### config.mk
export PLATFORM = sky130hd
export DESIGN_NAME = keypad_scanner
export DESIGN_NICKNAME = d
export VERILOG_FILES = /design/src/rtl/keypad_pkg.sv /design/src/rtl/synchronizer.sv /design/src/rtl/keypad_scanner.sv
export SDC_FILE = /design/constraint.sdc
export NUM_CORES = 1
export LEC_CHECK = 0
export ABC_AREA = 1
export CELL_PAD_IN_SITES_DETAIL_PLACEMENT = 1
export CELL_PAD_IN_SITES_GLOBAL_PLACEMENT = 1
export CORE_ASPECT_RATIO = 1.25
export CORE_MARGIN = 3
export CORE_UTILIZATION = 35
export DETAILED_ROUTE_END_ITERATION = 10
export GPL_TIMING_DRIVEN = 0
export HOLD_SLACK_MARGIN = 0.03
export PLACE_DENSITY = 0.65
export SYNTH_ARGS = -nofsm -noshare
export SYNTH_HDL_FRONTEND = slang
export SYNTH_HIERARCHICAL = 1
export SYNTH_SLANG_ARGS = --single-unit
### constraint.sdc
create_clock -name clk -period 2.4 [get_ports clk]
set_clock_uncertainty 0.15 [all_clocks]
set_input_delay 0.36 -clock clk [delete_from_list [all_inputs] [get_ports clk]]
set_output_delay 0.36 -clock clk [all_outputs]
set_load 0.05 [all_outputs]
### src/rtl/keypad_pkg.sv
// Shared types and constants for the 4x4 keypad scanner.
package keypad_pkg;

    // 100 us column dwell and 20 ms debounce at 48 MHz
    localparam int unsigned SCAN_COUNT_DEFAULT     = 4800;
    localparam int unsigned DEBOUNCE_COUNT_DEFAULT = 960000;

    typedef enum logic [1:0] {
        StScan,
        StDebouncePress,
        StHeld,
        StDebounceRelease
    } state_e;

    // Indexed [row][col]; row 0 is the top row, col 0 the leftmost column
    localparam logic [3:0] KEY_MAP [4][4] = '{
        '{4'h1, 4'h2, 4'h3, 4'hA},
        '{4'h4, 4'h5, 4'h6, 4'hB},
        '{4'h7, 4'h8, 4'h9, 4'hC},
        '{4'hE, 4'h0, 4'hF, 4'hD}
    };

endpackage

### src/rtl/synchronizer.sv
// Two-flop synchronizer for asynchronous multi-bit level inputs.
module synchronizer #(
    parameter int unsigned      WIDTH       = 1,
    parameter logic [WIDTH-1:0] RESET_VALUE = '0
) (
    input  logic             clk,
    input  logic             reset,
    input  logic [WIDTH-1:0] d,
    output logic [WIDTH-1:0] q
);

    logic [WIDTH-1:0] meta_q;
    logic [WIDTH-1:0] sync_q;

    // First flop may go metastable; second flop gives it a cycle to settle
    always_ff @(posedge clk or negedge reset) begin
        if (!reset) begin
            meta_q <= RESET_VALUE;
            sync_q <= RESET_VALUE;
        end else begin
            meta_q <= d;
            sync_q <= meta_q;
        end
    end

    assign q = sync_q;

endmodule

### src/rtl/keypad_scanner.sv
// 4x4 matrix keypad scanner: walks an active-low column, debounces press and
// release, and reports each accepted key once along with the previous key.
module keypad_scanner
    import keypad_pkg::*;
#(
    parameter int unsigned SCAN_COUNT     = SCAN_COUNT_DEFAULT,
    parameter int unsigned DEBOUNCE_COUNT = DEBOUNCE_COUNT_DEFAULT
) (
    input  logic       clk,
    input  logic       reset,
    input  logic [3:0] rows,
    output logic [3:0] cols,
    output logic [3:0] key,
    output logic       key_valid,
    output logic [3:0] digit_new,
    output logic [3:0] digit_old
);

    localparam int unsigned       SCAN_W    = $clog2(SCAN_COUNT);
    localparam int unsigned       DEB_W     = $clog2(DEBOUNCE_COUNT);
    localparam logic [SCAN_W-1:0] SCAN_LAST = SCAN_W'(SCAN_COUNT - 1);
    localparam logic [DEB_W-1:0]  DEB_LAST  = DEB_W'(DEBOUNCE_COUNT - 1);

    state_e              state_q, state_d;
    logic [1:0]          col_q, col_d;
    logic [SCAN_W-1:0]   scan_cnt_q, scan_cnt_d;
    logic [DEB_W-1:0]    deb_cnt_q, deb_cnt_d;
    logic [3:0]          pat_q, pat_d;
    logic [3:0]          key_q, key_d;
    logic                key_valid_q, key_valid_d;
    logic [3:0]          digit_new_q, digit_new_d;
    logic [3:0]          digit_old_q, digit_old_d;

    logic [3:0]          rows_sync;
    logic [3:0]          low_rows;
    logic                single_low;
    logic [1:0]          row_idx;
    logic [3:0]          key_code;

    synchronizer #(
        .WIDTH       (4),
        .RESET_VALUE (4'b1111)
    ) u_rows_sync (
        .clk   (clk),
        .reset (reset),
        .d     (rows),
        .q     (rows_sync)
    );

    // Latched pattern has exactly one low row when low_rows is a power of two
    assign low_rows   = ~pat_q;
    assign single_low = (low_rows != 4'h0) && ((low_rows & (low_rows - 4'd1)) == 4'h0);

    // Row number of the lowest-numbered low row in the latched pattern
    always_comb begin
        row_idx = 2'd0;
        for (int i = 3; i >= 0; i--) begin
            if (low_rows[i]) begin
                row_idx = 2'(i);
            end
        end
    end

    assign key_code = KEY_MAP[row_idx][col_q];

    // Next-state, counter and key-register logic for the scan/debounce FSM
    always_comb begin
        state_d     = state_q;
        col_d       = col_q;
        scan_cnt_d  = scan_cnt_q;
        deb_cnt_d   = deb_cnt_q;
        pat_d       = pat_q;
        key_d       = key_q;
        key_valid_d = 1'b0;
        digit_new_d = digit_new_q;
        digit_old_d = digit_old_q;

        case (state_q)
            StScan: begin
                if (scan_cnt_q == SCAN_LAST) begin
                    scan_cnt_d = '0;
                    if (rows_sync != 4'hF) begin
                        state_d   = StDebouncePress;
                        pat_d     = rows_sync;
                        deb_cnt_d = '0;
                    end else begin
                        col_d = col_q + 2'd1;
                    end
                end else begin
                    scan_cnt_d = scan_cnt_q + 1'b1;
                end
            end

            StDebouncePress: begin
                if (rows_sync != pat_q) begin
                    state_d    = StScan;
                    col_d      = col_q + 2'd1;
                    scan_cnt_d = '0;
                    deb_cnt_d  = '0;
                end else if (deb_cnt_q == DEB_LAST) begin
                    deb_cnt_d  = '0;
                    scan_cnt_d = '0;
                    if (single_low) begin
                        state_d     = StHeld;
                        key_valid_d = 1'b1;
                        key_d       = key_code;
                        digit_old_d = digit_new_q;
                        digit_new_d = key_code;
                    end else begin
                        // Multi-key chord: reject and move on
                        state_d = StScan;
                        col_d   = col_q + 2'd1;
                    end
                end else begin
                    deb_cnt_d = deb_cnt_q + 1'b1;
                end
            end

            StHeld: begin
                // Only the accepted row matters; other keys are ignored
                if (rows_sync[row_idx]) begin
                    state_d   = StDebounceRelease;
                    deb_cnt_d = '0;
                end
            end

            StDebounceRelease: begin
                if (rows_sync != 4'hF) begin
                    deb_cnt_d = '0;
                end else if (deb_cnt_q == DEB_LAST) begin
                    state_d    = StScan;
                    col_d      = col_q + 2'd1;
                    scan_cnt_d = '0;
                    deb_cnt_d  = '0;
                end else begin
                    deb_cnt_d = deb_cnt_q + 1'b1;
                end
            end

            default: begin
                state_d = StScan;
            end
        endcase
    end

    // State and output registers
    always_ff @(posedge clk or negedge reset) begin
        if (!reset) begin
            state_q     <= StScan;
            col_q       <= 2'd0;
            scan_cnt_q  <= '0;
            deb_cnt_q   <= '0;
            pat_q       <= 4'hF;
            key_q       <= 4'h0;
            key_valid_q <= 1'b0;
            digit_new_q <= 4'h0;
            digit_old_q <= 4'h0;
        end else begin
            state_q     <= state_d;
            col_q       <= col_d;
            scan_cnt_q  <= scan_cnt_d;
            deb_cnt_q   <= deb_cnt_d;
            pat_q       <= pat_d;
            key_q       <= key_d;
            key_valid_q <= key_valid_d;
            digit_new_q <= digit_new_d;
            digit_old_q <= digit_old_d;
        end
    end

    assign cols      = ~(4'b0001 << col_q);
    assign key       = key_q;
    assign key_valid = key_valid_q;
    assign digit_new = digit_new_q;
    assign digit_old = digit_old_q;

endmodule

After elaboration in Yosys (flattened, before gate mapping) --
Index checks and enable logic that the tools add are counted.
Storage, ports and cells: bits in registers 58, input bits 6, output and inout port bits 17
Operators by class: muxes and demuxes 45, reductions and logical operators 11, $add $sub $neg 4, bitwise operators 6, magnitude comparators 3, shifts and indexed selects 1, eq/ne operators 15
Operators by type and width (count):
- $mux W20 | 6
- $pmux W20 S4 | 1
- $mux W13 | 4
- $pmux W13 S3 | 1
- $mux W2 | 19
- $bmux W16 S2 | 1
- $mux W16 | 2
- $add A20 B1 Y20 const B | 1
- $eq A20 B20 Y1 const B | 1
- $add A13 B1 Y13 const B | 1
- $eq A13 B13 Y1 const B | 1
- $ne A2 B2 Y1 const B | 6
- $bmux W4 S2 | 1
- $mux W4 | 2
- $not A4 Y4 | 2
- $pmux W2 S4 | 1
- $reduce_and A7 Y1 | 1
- $ge A3 B3 Y1 const B | 2
- $ne A3 B3 Y1 const B | 2
- $not A2 Y3 | 2
- $pmux W2 S3 | 1
- $reduce_and A3 Y1 | 2
- $reduce_and A6 Y1 | 1
- $mux W1 | 5
- 18 further kinds | 19

Longest topological paths before layout --
Gate-level depths: netlist (run 1).
depth after elaboration 12, depth in mapped cells 12

Hierarchy --
Netlist (run 1), hierarchy kept.
By module, submodules not included:
- keypad_scanner | times used 1, sequential area each 1256.2 um2, area an instance 3372.0 um2, cells each 480
- synchronizer | times used 1, sequential area each 210.2 um2, area an instance 210.2 um2, cells each 8

Least setup slack after synthesis (run 1) --
OpenSTA, ideal clock, no wires.
path type reg2reg, from reg deb_cnt_q[0], to reg scan_cnt_q[10], path buffers 1, cell stages (with the launch flop) 12, slack 0.501 ns, data arrival time 1.606 ns, required time 2.107 ns, clock period less this slack 1.899 ns, setup time 0.143 ns, cell sequence dfrtp_1 > ha_1 > nand2_1 > inv_2 > nand2_2 > nor2_8 > nand3_4 > a21oi_1 > nand2_1 > buf_6 > nand2_1 > o21ai_0
On the way: word-level cells in the longest chain between the ends 4, elaborated cells on any way between the ends 5, those cells by class eq/ne: 1; mux: 4
Ends and longest elaborated chain:
- start, declared | RTL line keypad_scanner.sv:27 | logic [DEB_W-1:0] deb_cnt_q, deb_cnt_d;
- start signal, assigned | RTL line keypad_scanner.sv:162 | deb_cnt_q <= deb_cnt_d;
- $eq A20 B20 Y1 * | RTL line keypad_scanner.sv:100, keypad_scanner.sv:130
- $mux W13 *
- $mux W13, on equally long branches
- $pmux W13 S3 *
- end signal, assigned | RTL line keypad_scanner.sv:161 | scan_cnt_q <= scan_cnt_d;
- end, declared | RTL line keypad_scanner.sv:26 | logic [SCAN_W-1:0] scan_cnt_q, scan_cnt_d;
Mark *: on every way between the ends. The rest lies on a longest branch, timed or not. The select of a mux whose other input is x is not followed. A chain may end at the register's enable or synchronous reset.

Worst setup path after layout (run 1) --
from reg col_q[0], to out cols[2]
On the way: word-level cells in the longest chain between the ends 2
Ends and longest elaborated chain:
- start, declared | RTL line keypad_scanner.sv:25 | logic [1:0] col_q, col_d;
- start signal, assigned | RTL line keypad_scanner.sv:160 | col_q <= col_d;
- $shl A1 B2 Y4 | RTL line keypad_scanner.sv:171 | assign cols = ~(4'b0001 << col_q);
- $not A4 Y4 | RTL line keypad_scanner.sv:171
- end, declared | RTL line keypad_scanner.sv:12 | output logic [3:0] cols,
Every way passes these cells.

==> results of run 1 <==
==> worst max path at each step <==
stage | start | to | slack [ps] | depth (start not counted)
2_1_floorplan | deb_cnt_q[0]$_DFFE_PN0P_ | scan_cnt_q[10]$_DFFE_PN0P_ | 500 | 11
5_1_grt | u_rows_sync/q[2]$_DFF_PN1_ | scan_cnt_q[10]$_DFFE_PN0P_ | 8 | 8
3_3_place_gp | reset | scan_cnt_q[8]$_DFFE_PN0P_ | -1220 | 1
4_1_cts | u_rows_sync/q[1]$_DFF_PN1_ | scan_cnt_q[10]$_DFFE_PN0P_ | 10 | 8
3_5_place_dp | u_rows_sync/q[1]$_DFF_PN1_ | scan_cnt_q[10]$_DFFE_PN0P_ | 30 | 8
6_report | col_q[0]$_DFFE_PN0P_ | cols[2] | 210 | 4
==> layer usage <==
layer	track usage (%)	share of wire, %	vias to the layer above
met4	6.667	1.8	0
met3	3.411	2.4	13
li1	-	-	1636
met5	0	0	-
met2	32.64	51	38
met1	22.25	45	1571
==> repair_timing <==
item / 4_1_cts / 5_1_grt
resized for setup: 3 / 6
hold buffers: 1 / 0
endpoints found under the setup margin: 3 / 31
gates cloned: 0 / 0
endpoints found under the hold margin: 19 / 0
==> per-stage QoR <==
| step | instance area [um2] | utilization, % |
|---|---|---|
| after floorplan | 3582 | - |
| after global routing | 4360 | 44.45 |
| after global placement | 3960 | 40.37 |
| final | 4360 | 44.45 |
| after CTS | 4349 | 44.34 |
| after detailed placement | 3975 | 40.52 |
==> critical path: cells and delay by family (launching register included) <==
kind	cells	cell delay [ps]
flip-flops	1	420
adder cells (fa/ha/maj)	1	220
buffers and inverters	3	710
==> placed cells by master (no fill, tap or decap), drive strengths merged, types with 2 or more instances in the layout <==
cell / netlist / layout
a21oi: 8 / 8
buf: 10 / 12
bufinv: 0 / 4
clkbuf: 0 / 11
clkdlybuf4s50: 0 / 17
clkinv: 1 / 2
dfrtp: 46 / 46
dfstp: 12 / 12
dlygate4sd2: 0 / 3
ha: 6 / 6
inv: 66 / 66
nand2: 153 / 153
nand3: 44 / 44
nand3b: 3 / 3
nand4: 23 / 23
nor2: 54 / 54
nor3: 9 / 9
o211ai: 4 / 4
o21ai: 30 / 30
o22ai: 2 / 2
xnor2: 5 / 5
xor2: 9 / 9
==> flip-flops by register name (all words and copies together), names as in the netlist, 2 cells and up, named ones only <==
signal,flops
digit_old,4
pat_q,4
u_rows_sync/q,4
deb_cnt_q,20
u_rows_sync/meta_q,4
digit_new,4
col_q,2
scan_cnt_q,13
==> cell usage after synthesis, types with 2 or more instances <==
library cell,instances
nor2_2,3
nand4_1,23
a21oi_1,7
buf_4,4
o21ai_0,24
inv_1,61
o21ai_2,4
nand3b_1,3
inv_2,5
nor3_1,8
ha_1,6
nand3_1,40
nor2_4,2
o211ai_1,4
nand2_1,147
nand2_2,3
buf_2,3
nand2_4,3
dfrtp_1,46
xnor2_1,5
xor2_1,9
nand3_2,3
buf_6,3
o22ai_1,2
nor2_1,48
dfstp_2,12
o21ai_1,2
==> final cells by class <==
class                      instances  area [um2]
fill                            1227        5449
multi-input combinational        353        1793
sequential                        58        1468
inverter                          67       251.5
timing repair buffer              24       244.0
clock buffer                      11       242.7
tap                              126       157.7
clock inverter                     5       125.1
buffer                            10       78.83
==> power groups by stage <==
stage          logic (W)  registers, W  clock network, W
6_report       0.0000501      0.000996           0.00161
5_1_grt        0.0000585      0.000996           0.00170
4_1_cts        0.0000526      0.000996           0.00165
3_5_place_dp   0.0000512       0.00101                 0
3_3_place_gp   0.0000473       0.00101                 0
2_1_floorplan  0.0000135       0.00101                 0
==> cell families after synthesis <==
logic type               after synthesis  synth area share, %
flip-flops                            58                40.94
buffers and inverters                 77                9.221
adder cells (fa/ha/maj)                6                2.096
AND/OR/NAND/NOR                      287                36.92
XOR/XNOR                              14                3.423
AO/OA/AOI/OAI                         46                7.405
==> flow_metrics.py, run 1 <==
metrics = {
    "status": {
        "run_status": "completed",
    },
    "worst_setup_path": {
        "startpoint_type": "flip-flop",
        "r2r_end": "scan_cnt_q[10]$_DFFE_PN0P_",
        "critical_path_class": "flip-flop to output pin",
        "cp-end-kind": "output pin",
        "crit_top_cell": "inv_1",
        "critPathSlowestCell": "dlygate4sd2_1",
        "r2r_cells": 8,
        "critPathArrivalTime_ps": 1680,
        "slowest_delay_ps": 510,
        "rrSetupSlack_ps": 230,
        "required_ps": 1890,
        "path_cells": "inv_1 -> ha_1 -> inv_1 -> dlygate4sd2_1",
        "crit_fanout": 7,
        "r2r-start": "u_rows_sync/q[2]$_DFF_PN1_",
    },
    "route": {
        "routed_wire_length_per_instance_um": 14.84,
        "drc": 0,
        "wirelength_um": 9703,
        "drt_iter0_markers": 107,
        "via_per_inst": 4.982,
        "ant_nets": 0,
        "first_pass_iters": 4,
        "vias": 3258,
    },
    "pwr": {
        "power_density_mw_per_mm2": 608.8,
        "switching_share_pct": 18.91,
        "power_frac_comb_pct": 1.9,
        "vdd_drop_max_v": 0.0003271,
        "leakagePower_nw": 2.090,
        "power.switching_w": 0.0005020,
        "pwr-share-seq_pct": 37.5,
        "p_total_w": 0.002655,
        "p_int_w": 0.002153,
        "clockPowerShare_pct": 60.6,
    },
    "sta": {
        "maxSlewHeadroom_pct": 56.84,
        "setup_viol": 0,
        "drv_slew": 0,
        "tns_ps": 0,
        "rsz0062_at_grt": "no",
        "period_share_pct": 91.38,
        "fin_crit_ps": 2193,
        "fin_hold_ws_ps": 202.3,
        "worstMarginPinSlew_ps": 647.4,
        "fmax_ghz": 0.4560,
        "timing.final.hold_violations": 0,
        "worst_slack_ps": 206.9,
    },
    "worst_hold_path": {
        "hp-class": "flip-flop to flip-flop",
        "hp-start": "u_rows_sync/meta_q[0]$_DFF_PN1_",
        "hold_end": "u_rows_sync/q[0]$_DFF_PN1_",
        "min_path_cells": 0,
    },
    "die": {
        "fp.dieW_um": 96.49,
        "die_area_mm2": 0.01149,
        "initial_core_util_pct": 36.52,
        "die_h_um": 119.1,
        "coreArea_mm2": 0.009809,
        "rows": 40,
        "io_pins": 23,
    },
    "global_route": {
        "grt_use_total_pct": 18.63,
        "gr-total-overflow": 0,
        "grt_pass1_vias": 3492,
        "grt_max_degree": 34,
        "grt_pass1_wl_um": 16740,
        "antenna_found_initial": 0,
    },
    "clock_tree": {
        "cts_tree": "yes",
        "clock_sinks": 58,
        "clk_pin_slew_ps": 60,
        "h-tree-depth": 3,
        "cts_buffers": 9,
        "cts_setup_buffers": 0,
        "clk-insertion-delay-late_ps": 330,
        "cts_buffer_depth": 2,
        "ctsRootBufferMaster": "clkbuf_16",
    },
    "placement": {
        "dp.final_hpwl_um": 7205,
        "port_buffers": 22,
        "dp_slack_ps": 25.67,
        "gp_congestion": 0.7825,
        "place_inst": 637,
    },
    "yosys": {
        "synthFlopType": "dfrtp_1",
        "yosys.area.top_type": "dfrtp_1",
        "syn_inst": 488,
        "syn_nets": 500,
        "synth_top_area_share_pct": 32.13,
        "synth_edf_count": 0,
        "synthDistinctLibCells": 35,
        "ys_seq_elements": 58,
        "synth_warnings": 6,
        "ys_async_sr_fraction_pct": 100.0,
        "syn_area_per_cell_um2": 7.341,
        "synth.area.top_cells": "dfrtp_1 (32%), nand2_1 (15%), dfstp_2 (8.8%), inv_1 (6.4%), nand3_1 (5.6%)",
        "synth_area_mm2": 0.003582,
        "synth-seq-area-share_pct": 40.94,
    },
    "cells_and_area": {
        "antennaDiodeCount": 0,
        "final_cells": 654,
        "nets": 535,
        "drive_gt1_share_pct": 13.45,
        "syn2layout_area_growth_pct": 21.73,
    },
    "job": {
        "cap_violations": 0,
    },
}
(Power assumes the default switching activity.)
==> inputs of run 2 (changes only) <==
--- a/config.mk
+++ b/config.mk
@@ -13,7 +13,6 @@
 export CORE_UTILIZATION = 35
 export DETAILED_ROUTE_END_ITERATION = 10
 export GPL_TIMING_DRIVEN = 0
-export HOLD_SLACK_MARGIN = 0.03
 export PLACE_DENSITY = 0.65
 export SYNTH_ARGS = -nofsm -noshare
 export SYNTH_HDL_FRONTEND = slang
==> results of run 2 <==
No change in the layout: final DEF, timing and power equal those of run 1.
